**src/rtl/digit_pkg.sv**
```systemverilog
// Shared definitions for the decimal digit packer and related score-path logic.
package digit_pkg;

  localparam int DIGIT_W  = 4;
  localparam int DEC_BASE = 10;

  typedef enum logic {ACCUM, DONE} pack_state_t;

  // True for the BCD codes 0..9; codes 10..15 are not decimal digits.
  function automatic logic is_dec_digit(logic [DIGIT_W-1:0] d);
    return d < DIGIT_W'(DEC_BASE);
  endfunction

endpackage

```
**src/rtl/mul10_add.sv**
```systemverilog
// acc*10 + digit using shifts and adds only; ovf flags any carry past VALUE_W bits.
// Shared with the score incrementer.
module mul10_add
  import digit_pkg::*;
#(
  parameter int VALUE_W = 32
) (
  input  logic [VALUE_W-1:0] acc,
  input  logic [DIGIT_W-1:0] digit,
  output logic [VALUE_W-1:0] sum,
  output logic               ovf
);

  // Four spare bits hold the largest possible result: (2^W-1)*10 + 15 < 2^(W+4).
  logic [VALUE_W+3:0] acc_w;
  logic [VALUE_W+3:0] wide;

  assign acc_w = {4'b0000, acc};
  assign wide  = (acc_w << 3) + (acc_w << 1) + {{VALUE_W{1'b0}}, digit};
  assign sum   = wide[VALUE_W-1:0];
  assign ovf   = |wide[VALUE_W+3:VALUE_W];

endmodule

```
**src/rtl/digit_packer.sv**
```systemverilog
// Serial decimal digits (MSD first) -> binary value with valid/ready output.
// Optional build macro: DIGIT_PACKER_SAT_EN (saturate value to all-ones on err).
//
// state | meaning
// ACCUM | accepting digits, digit_ready=1
// DONE  | result presented, value_valid=1, outputs held until value_ready
module digit_packer
  import digit_pkg::*;
#(
  parameter int VALUE_W    = 32,
  parameter int MAX_DIGITS = 9
) (
  input  logic               Clk,
  input  logic               Reset_n,
  input  logic               digit_valid,
  output logic               digit_ready,
  input  logic [3:0]         digit,
  input  logic               digit_last,
  output logic               value_valid,
  input  logic               value_ready,
  output logic [VALUE_W-1:0] value,
  output logic [3:0]         ndigits,
  output logic               err
);

  localparam logic [3:0] MAX_CNT = 4'(MAX_DIGITS);

  pack_state_t        state_q, state_d;
  logic [VALUE_W-1:0] acc_q, acc_d;
  logic [3:0]         count_q, count_d;
  logic               err_q, err_d;

  logic [VALUE_W-1:0] mac_sum;
  logic               mac_ovf;

  mul10_add #(.VALUE_W(VALUE_W)) u_mul10_add (
    .acc   (acc_q),
    .digit (digit),
    .sum   (mac_sum),
    .ovf   (mac_ovf)
  );

  // Next-state: fold accepted digits into acc, close frame on last, clear on result handoff.
  always_comb begin
    state_d = state_q;
    acc_d   = acc_q;
    count_d = count_q;
    err_d   = err_q;
    case (state_q)
      ACCUM: begin
        if (digit_valid) begin
          if (!is_dec_digit(digit)) begin
            err_d = 1'b1;
          end else if (count_q >= MAX_CNT) begin
            err_d = 1'b1;
          end else begin
            acc_d   = mac_sum;
            count_d = count_q + 4'd1;
            if (mac_ovf) err_d = 1'b1;
          end
          if (digit_last) state_d = DONE;
        end
      end
      DONE: begin
        if (value_ready) begin
          state_d = ACCUM;
          acc_d   = '0;
          count_d = '0;
          err_d   = 1'b0;
        end
      end
      default: state_d = ACCUM;
    endcase
  end

  // State registers; reset discards any partial frame.
  always_ff @(posedge Clk or negedge Reset_n) begin
    if (!Reset_n) begin
      state_q <= ACCUM;
      acc_q   <= '0;
      count_q <= '0;
      err_q   <= 1'b0;
    end else begin
      state_q <= state_d;
      acc_q   <= acc_d;
      count_q <= count_d;
      err_q   <= err_d;
    end
  end

  assign digit_ready = (state_q == ACCUM);
  assign value_valid = (state_q == DONE);
  assign ndigits     = count_q;
  assign err         = err_q;

`ifdef DIGIT_PACKER_SAT_EN
  assign value = (value_valid && err_q) ? {VALUE_W{1'b1}} : acc_q;
`else
  assign value = acc_q;
`endif

endmodule
```
**config.mk**
```make
export PLATFORM = sky130hd
export DESIGN_NAME = digit_packer
export DESIGN_NICKNAME = d
export VERILOG_FILES = /design/src/rtl/digit_pkg.sv /design/src/rtl/mul10_add.sv /design/src/rtl/digit_packer.sv
export SDC_FILE = /design/constraint.sdc
export NUM_CORES = 1
export LEC_CHECK = 0
export ABC_AREA = 1
export BUFFER_PORTS_ARGS = -buffer_cell sky130_fd_sc_hd__buf_4
export CAP_MARGIN = 20
export CORE_UTILIZATION = 51
export DETAILED_ROUTE_END_ITERATION = 16
export PLACE_DENSITY = 0.74
export RECOVER_POWER = 25
export SLEW_MARGIN = 30
export SYNTH_ARGS = -nofsm -noshare
export SYNTH_HDL_FRONTEND = slang
export SYNTH_SLANG_ARGS = --single-unit
```
**constraint.sdc**
```tcl
create_clock -name Clk -period 2.8 [get_ports Clk]
set_input_delay 0.28 -clock Clk [delete_from_list [all_inputs] [get_ports Clk]]
set_output_delay 0.28 -clock Clk [all_outputs]
set_load 0.01 [all_outputs]
```
; Word level (Yosys, flattened, before mapping)
; Index checks and enable logic that the tools add are counted.
[classes]
n_bitwise = 1
muxes = 20
n_lt_le_gt_ge = 2
n_reduce_logical = 3
n_eq_ne = 5
add_sub_neg = 3
[op_table]
columns = cell, count
row1 = $mux W32, 4
row2 = $pmux W32 S2, 1
row3 = $add A35 B33 Y36, 1
row4 = $add A36 B4 Y36, 1
row5 = $mux W4, 4
row6 = $mux W1, 8
row7 = $pmux W4 S2, 1
row8 = $ne A2 B2 Y1 const B, 3
row9 = $add A4 B1 Y4 const B, 1
row10 = $ge A4 B4 Y1 const B, 1
row11 = $lt A4 B4 Y1 const B, 1
row12 = $ne A4 B3 Y1 const B, 1
row13 = $pmux W1 S2, 2
row14 = $reduce_and A4 Y1, 1
row15 = $reduce_or A4 Y1, 1
row16 = $reduce_and A3 Y1, 1
row17 = $ne A2 B1 Y1 const B, 1
row18 = $not A1 Y1, 1
[totals]
elab_cells = 38
input_bits = 9
ff_bits = 38

; Longest topological paths before layout
; Gate-level depths: netlist (run 1).
[depth]
ltp_word = 8
mapped_depth = 19

; Cells and area by module
; Synthesis (run 1) repeated with hierarchy kept, for this count alone.
[unflattened]
hier_cells = 666
area_unflattened_um2 = 4463.0
[by_module_without_submodules]
columns = mod, cells_each, area_per_inst_um2, n_inst
row1 = mul10_add, 479, 2771.4, 1
row2 = digit_packer, 187, 1691.6, 1

; Worst setup path before layout (run 1)
; OpenSTA, ideal clock, no wires.
[synth_path]
path_type = register to register
startpoint = register acc_q[0], in the netlist value[0]
endpoint = register err_q, in the netlist err
path_stages_with_launch = 18
period_less_slack_ns = 2.428
arrival_ns = 2.311
setup_time_ns = 0.117
slack_ns = 0.372
t_required_ns = 2.683
cell_sequence = dfrtp_1 > inv_1 > fa_1 > fa_1 > inv_1 > nand2_1 > nand2_1 > nand3_1 > nand2_1 > nand2_1 > nand2_2 > nand2_1 > nand3_1 > nand3_1 > nor2_1 > nand2_1 > nand2_1 > nand2_1
[synth_via]
elab_chain_len = 5
[synth_lines]
columns = element, line_no
row1 = from (decl), digit_packer.sv:29  ; logic [VALUE_W-1:0] acc_q, acc_d;
row2 = from (signal assigned), digit_packer.sv:80  ; acc_q <= '0;
row3 = from (signal assigned), digit_packer.sv:85  ; acc_q <= acc_d;
row4 = $add A35 B33 Y36, mul10_add.sv:19  ; assign wide = (acc_w << 3) + (acc_w << 1) + {{VALUE_W{1'b0}}, digit};
row5 = $add A36 B4 Y36, mul10_add.sv:19
row6 = $reduce_or A4 Y1, mul10_add.sv:21  ; assign ovf = |wide[VALUE_W+3:VALUE_W];
row7 = $ne A4 B3 Y1 (no line), -
row8 = $reduce_and A3 Y1 (no line), -
row9 = to (signal assigned), digit_packer.sv:87  ; err_q <= err_d;
row10 = to (decl), digit_packer.sv:31  ; logic err_q, err_d;
; Every way passes these cells.
; A chain may end at the register's enable or synchronous reset.

; Worst setup path in the final report (run 1)
; Same ends and word-level chain as after synthesis.

==> results of run 1 <==
-- cell usage in the layout (no fill, tap or decap), types with 6 or more instances in the layout --
| master | synthesis | final |
|---|---|---|
| dfrtp_1 | 38 | 37 |
| clkbuf_8 | 0 | 6 |
| o21ai_0 | 29 | 28 |
| a21oi_1 | 49 | 49 |
| nor2_1 | 52 | 52 |
| nand2_2 | 9 | 11 |
| buf_4 | 1 | 50 |
| inv_1 | 86 | 83 |
| nor3_1 | 15 | 15 |
| nand3_1 | 23 | 23 |
| ha_1 | 66 | 65 |
| nand2_1 | 227 | 225 |
-- critical path: stages, from the launching register on --
cell and delay [ps]:
dfrtp_1 400, inv_2 60, fa_2 560, inv_1 50, ha_1 300, nand2_1 60
nand2_1 100, nand3_2 90, nand2_2 100, nand2_1 100, nand2_1 110, nand2_1 90
nand2_1 100, nand2_1 80, nand2_1 40, nor2_1 80, nand2_1 60, nand2_1 50
nand2_1 50
-- power groups by stage --
stage / Combinational [W] / Clock (W) / Sequential (W)
CTS: 0.00239 / 0.000623 / 0.00104
detailed placement: 0.00238 / 0 / 0.00105
finish: 0.00240 / 0.000606 / 0.00104
global route: 0.00274 / 0.000640 / 0.00108
global placement: 0.00233 / 0 / 0.00104
floorplan: 0.00152 / 0 / 0.00108
-- repair_timing --
action,4_1_cts,5_1_grt
buffers inserted,0,2
hold endpoints to repair,38,0
setup endpoints to repair,0,10
hold buffers,1,0
gates resized for setup,0,10
-- registers in the layout (all words and copies together) (netlist names) --
name and count:
err 1, ndigits 4, value 32, value_valid 1
-- routing by layer --
layer / global-route usage / routed length [um] / up-vias
met4: 0.0898 / 243 / 0
li1: - / - / 2171
met5: 0 / 0 / -
met1: 0.380 / 5160 / 1928
met3: 0.0332 / 582 / 22
met2: 0.476 / 5170 / 125
-- per-stage QoR --
stage	cells	setup slack [ps]
2_1_floorplan	639	372
3_3_place_gp	785	155
3_5_place_dp	785	82.3
4_1_cts	794	38.8
5_1_grt	796	25.4
6_report	796	218
-- cells by family (layout without fill, tap and decap cells) --
kind of cell,after synthesis,after routing,share of synthesized area
buffers and inverters,92,147,0.0855
xor gates and xnor gates,2,2,0.00424
AOI/OAI and AO/OA,97,97,0.128
DFF,38,38,0.230
adders and majority gates,68,68,0.210
and+or+nand+nor,342,342,0.342
-- layout make-up --
class	count	area (um^2)	area share
tap	102	128	0.0267
sequential	38	952	0.199
multi-input combinational	509	2840	0.594
inverter	87	327	0.0684
clock buffer	6	82.6	0.0173
clock inverter	2	60.1	0.0126
timing repair buffer	52	390	0.0817
-- worst max path at each step --
stage	from	endpoint	slack, ps	depth (start not counted)
after global routing	value[0]	err	30	18
after floorplan	value[0]	err	370	17
after detailed placement	value[0]	value[22]	80	15
final	value[0]	err	220	18
after CTS	value[0]	value[22]	40	15
after global placement	value[0]	value[22]	160	15
==> summary.md, run 1 <==
| Metric | Value |
|---|---|
| Hold WS | `around 200 ps` |
| # IOs | `48` |
| Port Buffers | `47` |
| Logic pwr share | `0.593` |
| Largest net degree at the start of global routing | `39` |
| CP max FO | `4` |
| Synth area leader | `dfrtp_1` |
| DR vias | `4,246` |
| Sw Share | `0.472` |
| Clock power frac | `0.150` |
| Starting Density | `0.531` |
| Post-synth top cells | `nand2_1, inv_1, ha_1` |
| Fin crit period | `between 2000 and 3000 ps` |
| RSZ-0062 raised after global routing | `no` |
| Worst-skew pair later-pin latency | `just over 300 ps` |
| Power share of the sequential group | `0.257` |
| Fill cells | `about 760` |
| Sw power | `0.00191 W` |
| Layout cells sized above 1 | `0.128` |
| DRT Pass-1 Iters | `5` |
| Pwr/cell area | `847 mW/mm^2` |
| Async S/R FF share, synth | `1.00` |
| Reg2Reg Launch Point | `value[0]` |
| Core area | `0.00777 mm^2` |
| Maximum clock frequency | `387 MHz` |
| Mapped Cells | `~640` |
| DIE WIDTH | `92.0 um` |
| Relative slew slack | `0.308` |
| Num CTS Buffers | `5` |
| Max cap viols | `0` |
| Hold Path Stages | `3` |
| Synth Register Bits | `38` |
| Via density | `5.33` |
| GR Util All Layers | `0.284` |
| Startpoint Class | `flop` |
| Area Overhead vs Synth | `15.7%` |
| Peak supply drop | `0.495 mV` |
| Worst R2R Path Depth | `18` |
| Synth Warn # | `0` |
| Post-synth cell types | `37` |
| Clock Sinks | `38` |
| Worst-margin pin slew | `1040 ps` |
| Hold Path End | `value[0]` |
| Clock tree buffer depth | `2` |
| Syn avg cell area | `6.46 um^2` |
| Final WL | `11,200 um` |
| CTS H-tree lvls | `2` |
| Count leader, synth | `nand2_1` |
| # setup viols final | `0` |
| Fin Clk Skew | `roughly 6.9 ps` |
| Final core utilization | `0.615` |
| Layout Cell Area excl Fill | `0.00478 mm^2` |
| Placer Congestion | `~0.97` |
| Post-route DRC violation count | `0` |
| CP Class | `flop to flop` |
| HPWL after DPL | `8910 um` |
| Root Driver | `clkbuf_8` |
| Max Slew Vio Count | `0` |
| Vias in the first global route | `between 4,000 and 5,000` |
| Most used DFF post-synth | `dfrtp_1` |
| Worst Hold Class | `input pin to flop` |
| Arrival time worst endpoint | `~2800 ps` |
| Total die area | `between 0.008 and 0.009 mm^2` |
| Hold Startpoint | `digit[0]` |
| Post-layout net count | `770` |
| Antenna violation net count after detailed routing | `0` |
| Setup TNS | `0 ps` |
| Synth top area cells | `dfrtp_1, nand2_1, ha_1` |
| Wire length per cell | `around 14 um` |
| Period utilization | `0.922` |
| Sequential area share after synthesis | `0.230` |
| Antenna cells | `0` |
| EDFF count, synth | `0` |
| Area after DPL | `0.00460 mm^2` |
| Die Y | `92.0 um` |
| Row count | `32` |
| Syn nets | `716` |
| Initial antenna violation count | `0` |
| Leak pwr | `2.86 nW` |
| Clock-pin slew on the worst setup and hold paths | `approximately 90 ps` |
| Gr ovfl total | `0` |
| Flop2flop setup slack | `220 ps` |
| Final hold vios | `0` |
| CP required | `roughly 3000 ps` |
| Synthesized cell area | `0.00413 mm^2` |
| First-pass GRT wire length | `19,000 um` |
| CP endpoint kind | `flop` |
| Status | `completed` |
| Reg-to-Reg End | `err` |
| Initial drt markers | `about 270` |
| Share of the synthesized area in the top cell type | `0.230` |
| Total chip power | `approximately 0.0040 W` |
| Pint | `about 0.0021 W` |
| CTS tree | `yes` |
(Power assumes the default switching activity.)
==> run 2, diff against run 1 <==
--- a/config.mk
+++ b/config.mk
@@ -15,4 +15,5 @@
 export SLEW_MARGIN = 30
 export SYNTH_ARGS = -nofsm -noshare
 export SYNTH_HDL_FRONTEND = slang
+export SYNTH_HIERARCHICAL = 1
 export SYNTH_SLANG_ARGS = --single-unit
==> constraint.sdc (replaced) <==
create_clock -name Clk -period 3.3 [get_ports Clk]
set_input_delay 0.495 -clock Clk [delete_from_list [all_inputs] [get_ports Clk]]
set_output_delay 0.495 -clock Clk [all_outputs]
set_load 0.01 [all_outputs]
==> summary.md, run 2 <==
| Metric | Value |
|---|---|
| Gr ovfl total | `0 (unchanged)` |
| Post-CTS setup buffers | `0 (unchanged)` |
| Most frequent cells in the layout | `nand2_1, inv_1, ha_1` |
| DIE WIDTH | `95.5 um (+3.9%)` |
| Flop2flop setup slack | `560 ps (+340 ps)` |
| Antenna violation net count after detailed routing | `0 (unchanged)` |
| CP max FO | `4 (unchanged)` |
| Root Driver | `clkbuf_8` |
| Clock tree buffer depth | `2 (unchanged)` |
| Initial antenna violation count | `0 (unchanged)` |
| Die Y | `95.5 um (+3.9%)` |
| Maximum clock frequency | `365 MHz (-5.8%)` |
| Most used DFF post-synth | `dfrtp_1` |
| Async S/R FF share, synth | `1.00 (unchanged)` |
| Final hold vios | `0 (unchanged)` |
| Post-route DRC violation count | `0 (unchanged)` |
| HPWL after DPL | `8990 um (+0.89%)` |
| Worst-skew pair later-pin latency | `300 ps (about the same)` |
| CTS resizes | `0 (unchanged)` |
| # setup viols final | `0 (unchanged)` |
| Place WS | `403 ps (+321 ps)` |
| Area after DPL | `0.00484 mm^2 (+5.3%)` |
| GR Util All Layers | `0.260 (-0.0233)` |
| Leak pwr | `3.04 nW (+6.3%)` |
| Synth top area cells | `dfrtp_1, nand2_1, ha_1` |
| Post-synth cell types | `36 (-2.7%)` |
| Sequential area share after synthesis | `0.213 (-0.0173)` |
| Adder-cell share of the synthesized area | `0.194 (-0.0158)` |
| Peak supply drop | `0.340 mV (-31%)` |
| Area Overhead vs Synth | `10.5%` |
| Total die area | `0.00913 mm^2 (+7.9%)` |
| Synth area leader | `dfrtp_1` |
| Failing checks | `capacitance limit, slew limit` |
| DRT Pass-1 Iters | `4 (-1)` |
| Mux share of post-synthesis cell area | `0 (unchanged)` |
| Port Buffers | `47 (unchanged)` |
| CP Class | `flop to flop` |
| Via density | `5.13 (-3.8%)` |
| EDFF count, synth | `0 (unchanged)` |
| Syn avg cell area | `6.70 um^2 (+3.7%)` |
| CTS tree | `yes` |
| CP endpoint kind | `flop` |
| Synth Warn # | `6 (+6)` |
| Clock Sinks | `38 (unchanged)` |
| Largest net degree at the start of global routing | `39 (unchanged)` |
| Final WL | `11,100 um (-0.18%)` |
| Placer Congestion | `0.904 (-6.8%)` |
| Count leader, synth | `nand2_1` |
| Share of the synthesized area in the top cell type | `0.213 (-0.0173)` |
| Max cap viols | `1 (+1)` |
| Post-Synth XOR/XNOR Area | `0.0488 (+0.0445)` |
| Row count | `33 (+3.1%)` |
| Relative slew slack | `-0.433 (-0.741)` |
| Wire length per cell | `13.6 um (-2.6%)` |
| Initial drt markers | `185 (-31%)` |
| Antenna cells | `0 (unchanged)` |
| Setup TNS | `0 ps (unchanged)` |
| Status | `complete, but fails checks` |
| Period utilization | `0.831 (-0.0918)` |
| # IOs | `48 (unchanged)` |
| CP required | `3490 ps (+490 ps)` |
| Total chip power | `0.00356 W (-12%)` |
| Min setup slack post-route | `559 ps (+342 ps)` |
| CTS H-tree lvls | `2 (unchanged)` |
| Simple-Gate Fraction of Synth Area | `0.379 (+0.0371)` |
| Fin Clk Skew | `10.6 ps (+3.73 ps)` |
| RSZ-0062 raised after global routing | `no` |
| DR vias | `4,189 (-1.3%)` |
| Syn nets | `743 (+3.8%)` |
| Synthesized cell area | `0.00446 mm^2 (+8.1%)` |
| Mapped Cells | `666 (+4.2%)` |
| Starting Density | `0.535 (+0.00369)` |
| Startpoint Class | `flop` |
| Synth Register Bits | `38 (unchanged)` |
| First-pass GRT wire length | `18,600 um (-2.4%)` |
| Worst Hold Class | `input pin to flop` |
| Core area | `0.00834 mm^2 (+7.4%)` |
| Max Slew Vio Count | `39 (+39)` |
| Worst-margin pin slew | `2150 ps (+1110 ps)` |
| Most common cell after layout, fill and taps aside | `nand2_1` |
| Post-layout net count | `787 (+2.2%)` |
| Arrival time worst endpoint | `2930 ps (+140 ps)` |
| Clock-pin slew on the worst setup and hold paths | `90 ps (about the same)` |
| Largest family of logic cells by synthesized area | `simple AND/OR/NAND/NOR gates` |
| Layout cells sized above 1 | `0.156 (+0.0279)` |
| Layout Cell Area excl Fill | `0.00493 mm^2 (+3.3%)` |
| Max FFs per register | `32 (unchanged)` |
| Vias in the first global route | `3,950 (-2.6%)` |
| Num CTS Buffers | `5 (unchanged)` |
| Hold-fix buffers, CTS | `0 (-1)` |
| Post-synth top cells | `nand2_1, inv_1, ha_1` |
| Fin crit period | `2740 ps (+158 ps)` |
| Synth Area in Compound Gates | `0.0617 (-0.0665)` |
| Pwr/cell area | `722 mW/mm^2 (-15%)` |
run 2: cell types whose count changed after synthesis, sizes merged, moves of 7 or more:
cell,change
nor3,-11
nand2,+25
buf,+7
nand3,+34
xnor2,+7
xor2,+15
a21oi,-18
o21ai,-28
run 2: final cells by class:
cell class              count  area (um^2)
fillers                   825         3410
multi-input cells         525         3050
flip-flops and latches     38          951
repair buffers             49          364
inverters                  91          342
well taps                 105          131
clock buffers               6         82.6
clock inverters             2         12.5
run 2: layer usage:
metal / track usage / share of wire / vias up
met5: 0 / 0 / -
met1: 0.356 / 0.50 / 1917
met3: 0.0311 / 0.028 / 9
met2: 0.439 / 0.46 / 75
met4: 0.0535 / 0.0085 / 0
li1: - / - / 2188
run 2: report_power, final:
part	leakage (nW)	switching, W	total [W]	internal (W)
clock network	0.0472	0.000189	0.000358	0.000168
logic	2.49	0.00138	0.00234	0.000962
registers	0.505	0.000223	0.000861	0.000637
total	3.04	0.00180	0.00356	0.00177
run 2: per-stage QoR:
stage / std cells / hold slack, ps / util
after floorplan: 666 / 199 / -
after global placement: 808 / 499 / 0.581
after detailed placement: 808 / 508 / 0.581
after CTS: 816 / 179 / 0.592
after global routing: 816 / 423 / 0.592
final: 816 / 394 / 0.592
run 2: path summary, 6_finish.rpt:
| path | startpoint | end | cells past startpoint |
|---|---|---|---|
| max in group asynchronous | Reset_n | value[29] | 1 |
| worst min-delay path | digit[0] | value[0] | 3 |
| worst max-delay path | value[0] | err | 19 |
| min in group asynchronous | Reset_n | value[19] | 1 |
| worst max register to register | value[0] | err | 19 |
| worst min register to register | err | err | 2 |
run 2: worst max-delay path, cell delays in order (launching register included):
cell	delay (ps)
dfrtp_1	420
inv_1	80
fa_1	500
fa_1	480
inv_1	100
nand2_1	50
nand2_1	90
nand3_1	80
nand2_2	100
nand2_1	60
nand2_2	100
nand2_2	60
nand3_1	70
nand2_1	60
nor2_1	80
nand2_1	60
inv_1	50
nand3_1	60
nand2_1	70
a21oi_1	50
run 2: kinds of logic (layout without fill, tap and decap cells):
logic type               after synthesis  in the layout
adder cells (fa/ha/maj)               68             68
buffers and inverters                103            148
AND/OR/NAND/NOR                      386            386
AO/OA/AOI/OAI                         47             47
flip-flops                            38             38
XOR/XNOR                              24             24
==> run 3, diff against run 2 <==
--- a/config.mk
+++ b/config.mk
@@ -5,12 +5,12 @@
 export SDC_FILE = /design/constraint.sdc
 export NUM_CORES = 1
 export LEC_CHECK = 0
-export ABC_AREA = 1
+export ABC_AREA = 0
 export BUFFER_PORTS_ARGS = -buffer_cell sky130_fd_sc_hd__buf_4
 export CAP_MARGIN = 20
 export CORE_UTILIZATION = 51
 export DETAILED_ROUTE_END_ITERATION = 16
-export PLACE_DENSITY = 0.74
+export PLACE_DENSITY = 0.77
 export RECOVER_POWER = 25
 export SLEW_MARGIN = 30
 export SYNTH_ARGS = -nofsm -noshare
==> constraint.sdc (replaced) <==
create_clock -name Clk -period 2.34 [get_ports Clk]
set_input_delay 0.351 -clock Clk [delete_from_list [all_inputs] [get_ports Clk]]
set_output_delay 0.351 -clock Clk [all_outputs]
set_load 0.01 [all_outputs]
==> summary.md, run 3 <==
| Metric | Value |
|---|---|
| Status | `complete, but fails checks` |
| Failing checks | `setup timing` |
| CP Class | `flop to flop` |
| Synth top area cells | `dfrtp_1, ha_1, a32o_1` |
| Fill cells | `414 (-50%)` |
| DIE WIDTH | `87.9 um (-8.0%)` |
| Arrival time worst endpoint | `3650 ps (+720 ps)` |
| Logic pwr share | `0.776 (+0.118)` |
| Sequential area share after synthesis | `0.253 (+0.0396)` |
| Worst-margin pin slew | `1010 ps (-1140 ps)` |
| Post-synth top cells | `ha_1, dfrtp_1, a32o_1` |
| Syn avg cell area | `9.68 um^2 (+44%)` |
| Starting Density | `0.542 (+0.00688)` |
| Metal2 WL | `6290 um (+22%)` |
| Synth area leader | `dfrtp_1` |
| Maximum clock frequency | `287 MHz (-21%)` |
| Final WL | `11,800 um (+6.1%)` |
| Crit-path cells | `inv_2 -> fa_1 -> fa_2 -> nand2b_4 -> a21oi_4 -> o311a_4 -> a221oi_4 -> o21ai_2 -> a2111o_1 -> nand2_2 -> a22o_1 -> o211ai_1 -> or2_4 -> a221oi_2 -> a221oi_2` |
| Synth Register Bits | `38 (unchanged)` |
| Post-route DRC violation count | `0 (unchanged)` |
| Sw power | `0.00335 W (+87%)` |
| Clock tree buffer depth | `2 (unchanged)` |
| Post-layout net count | `659 (-16%)` |
| Fin Clk Skew | `9.12 ps (-1.49 ps)` |
| Clock-pin slew on the worst setup and hold paths | `80 ps (about the same)` |
| Worst Hold Class | `input pin to async pin` |
| CTS tree | `yes` |
| Area Overhead vs Synth | `51.5%` |
| Root Driver | `clkbuf_8` |
| DRT Pass-1 Iters | `5 (+1)` |
| Most frequent cells in the layout | `buf_4, ha_1, dfrtp_1` |
| # setup viols final | `26 (+26)` |
| Placer Congestion | `0.873 (-3.4%)` |
| Length of routed met3 wiring | `414 um (+31%)` |
| Most used DFF post-synth | `dfrtp_1` |
| Worst-skew pair later-pin latency | `300 ps (about the same)` |
| Row count | `30 (-9.1%)` |
| CP bufs+invs | `1 (-2)` |
| Port Buffers | `47 (unchanged)` |
| Clock Sinks | `38 (unchanged)` |
| Async S/R FF share, synth | `1.00 (unchanged)` |
| Sw Share | `0.437 (-0.0671)` |
| Power share of the sequential group | `0.153 (-0.089)` |
| Num CTS Buffers | `5 (unchanged)` |
| Pint | `0.00432 W (+140%)` |
| EDFF count, synth | `0 (unchanged)` |
| Total die area | `0.00773 mm^2 (-15%)` |
| Metal-1 WL | `4750 um (-14%)` |
| CP endpoint kind | `flop` |
| Count leader, synth | `ha_1` |
| Final hold vios | `0 (unchanged)` |
| Total chip power | `0.00768 W (+120%)` |
| RSZ-0062 raised after global routing | `yes` |
| Layout cells sized above 1 | `0.463 (+0.307)` |
| Startpoint Class | `flop` |
| Wire length per cell | `17.4 um (+28%)` |
| Pwr/cell area | `1350 mW/mm^2 (+86%)` |
| Via density | `5.96 (+16%)` |
| Die Y | `87.9 um (-8.0%)` |
| Antenna violation net count after detailed routing | `0 (unchanged)` |
| Footprint of the multi-input gates | `0.00291 mm^2 (-4.8%)` |
| Leak pwr | `3.03 nW (-0.50%)` |
| Initial antenna violation count | `0 (unchanged)` |
| First-pass GRT wire length | `18,800 um (+1.2%)` |
| CP max stage delay | `540 ps (+40 ps)` |
| Synth Warn # | `6 (unchanged)` |
| Seq. cell area | `951 um^2 (unchanged)` |
| CP required | `2500 ps (-990 ps)` |
| Place WS | `-1310 ps (-1710 ps)` |
| Max Slew Vio Count | `0 (-100%)` |
| CP max FO | `3 (-1)` |
| Mapped Cells | `389 (-42%)` |
| CTS H-tree lvls | `2 (unchanged)` |
| Peak supply drop | `0.697 mV (+110%)` |
| Period utilization | `1.49 (+0.658)` |
| Share of the synthesized area in the top cell type | `0.253 (+0.0396)` |
| Synthesized cell area | `0.00376 mm^2 (-16%)` |
| Core area | `0.00694 mm^2 (-17%)` |
| Max FFs per register | `32 (unchanged)` |
| Most common cell after layout, fill and taps aside | `buf_4` |
| Relative slew slack | `0.329 (+0.762)` |
| Slowest-stage cell, CP | `fa_1` |
| Syn nets | `466 (-37%)` |
| Gr ovfl total | `0 (unchanged)` |
| Max cap viols | `0 (-1)` |
| DR vias | `4,050 (-3.3%)` |
| Vias in the first global route | `4,186 (+6.0%)` |
| Largest delay share family, worst path | `compound AO/OA/AOI/OAI gates` |
| # IOs | `48 (unchanged)` |
| Flop2flop setup slack | `-1140 ps (-1700 ps)` |
| Largest net degree at the start of global routing | `39 (unchanged)` |
| Antenna cells | `0 (unchanged)` |
| Post-synth cell types | `62 (+72%)` |
| Hold-fix buffers, CTS | `0 (unchanged)` |
| Min setup slack post-route | `-1140 ps (-1700 ps)` |
| Initial drt markers | `154 (-17%)` |
| Critical path's most frequent cell | `a221oi_2` |
| Fin crit period | `3480 ps (+742 ps)` |
| Highest routed layer | `met4` |
| GR Util All Layers | `0.312 (+0.0514)` |
| HPWL after DPL | `8290 um (-7.8%)` |
| Clock power frac | `0.071 (-0.029)` |
## run 3: final timing paths
path                       cells after the start        end        start
hold reg to reg                                1   value[4]     value[4]
hold / removal                                 1  value[15]      Reset_n
setup reg to reg                              15        err     value[2]
max in group asynchronous                      1        err      Reset_n
min in group Clk                               2        err  value_ready
setup / recovery                              15        err     value[2]
## run 3: stage by stage
step | utilization | cell area [um^2] | hold slack (ps) | setup TNS [ps] | instances
2_1_floorplan | - | 3830 | 55.4 | -9480 | 389
3_3_place_gp | 0.749 | 5200 | 349 | -14620 | 652
3_5_place_dp | 0.749 | 5200 | 355 | -16720 | 652
4_1_cts | 0.801 | 5560 | 32.4 | -14750 | 671
5_1_grt | 0.821 | 5700 | 267 | -18810 | 679
6_report | 0.821 | 5700 | 206 | -16010 | 679
## run 3: cell families (layout without fill, tap and decap cells)
family          Yosys count  count (layout)  share of synthesized area
compound gates          141             141                      0.297
simple gates             79              79                      0.106
fa+ha+maj                68              68                      0.230
flops                    38              38                      0.253
buf+inv                  35             229                     0.0485
xor+xnor                 26              26                     0.0605
mux                       2               2                    0.00532
## run 3: layout make-up
cell class | count | area share
sequential | 38 | 0.167
clock buffer | 8 | 0.0193
tap | 96 | 0.0211
timing repair buffer | 200 | 0.269
inverter | 21 | 0.0143
multi-input combinational | 316 | 0.510
## run 3: routing by layer
layer | track usage | up-vias
met5 | 0 | -
met4 | 0.161 | 0
met3 | 0.0528 | 42
met2 | 0.573 | 129
met1 | 0.343 | 1992
li1 | - | 1887
## run 3: power by group through the flow
| stage | sequential [W] | combinational (W) | clock [W] |
|---|---|---|---|
| final | 0.00117 | 0.00596 | 0.000549 |
| after global routing | 0.00121 | 0.00641 | 0.000577 |
| after CTS | 0.00117 | 0.00569 | 0.000558 |
| after detailed placement | 0.00118 | 0.00535 | 0 |
| after global placement | 0.00117 | 0.00517 | 0 |
| after floorplan | 0.00132 | 0.00268 | 0 |
## run 3: timing repair
item                                    CTS  global route
endpoints found under the setup margin   25            26
gates resized for setup                  34            19
pin swaps                                37            22
setup buffers                            16             9
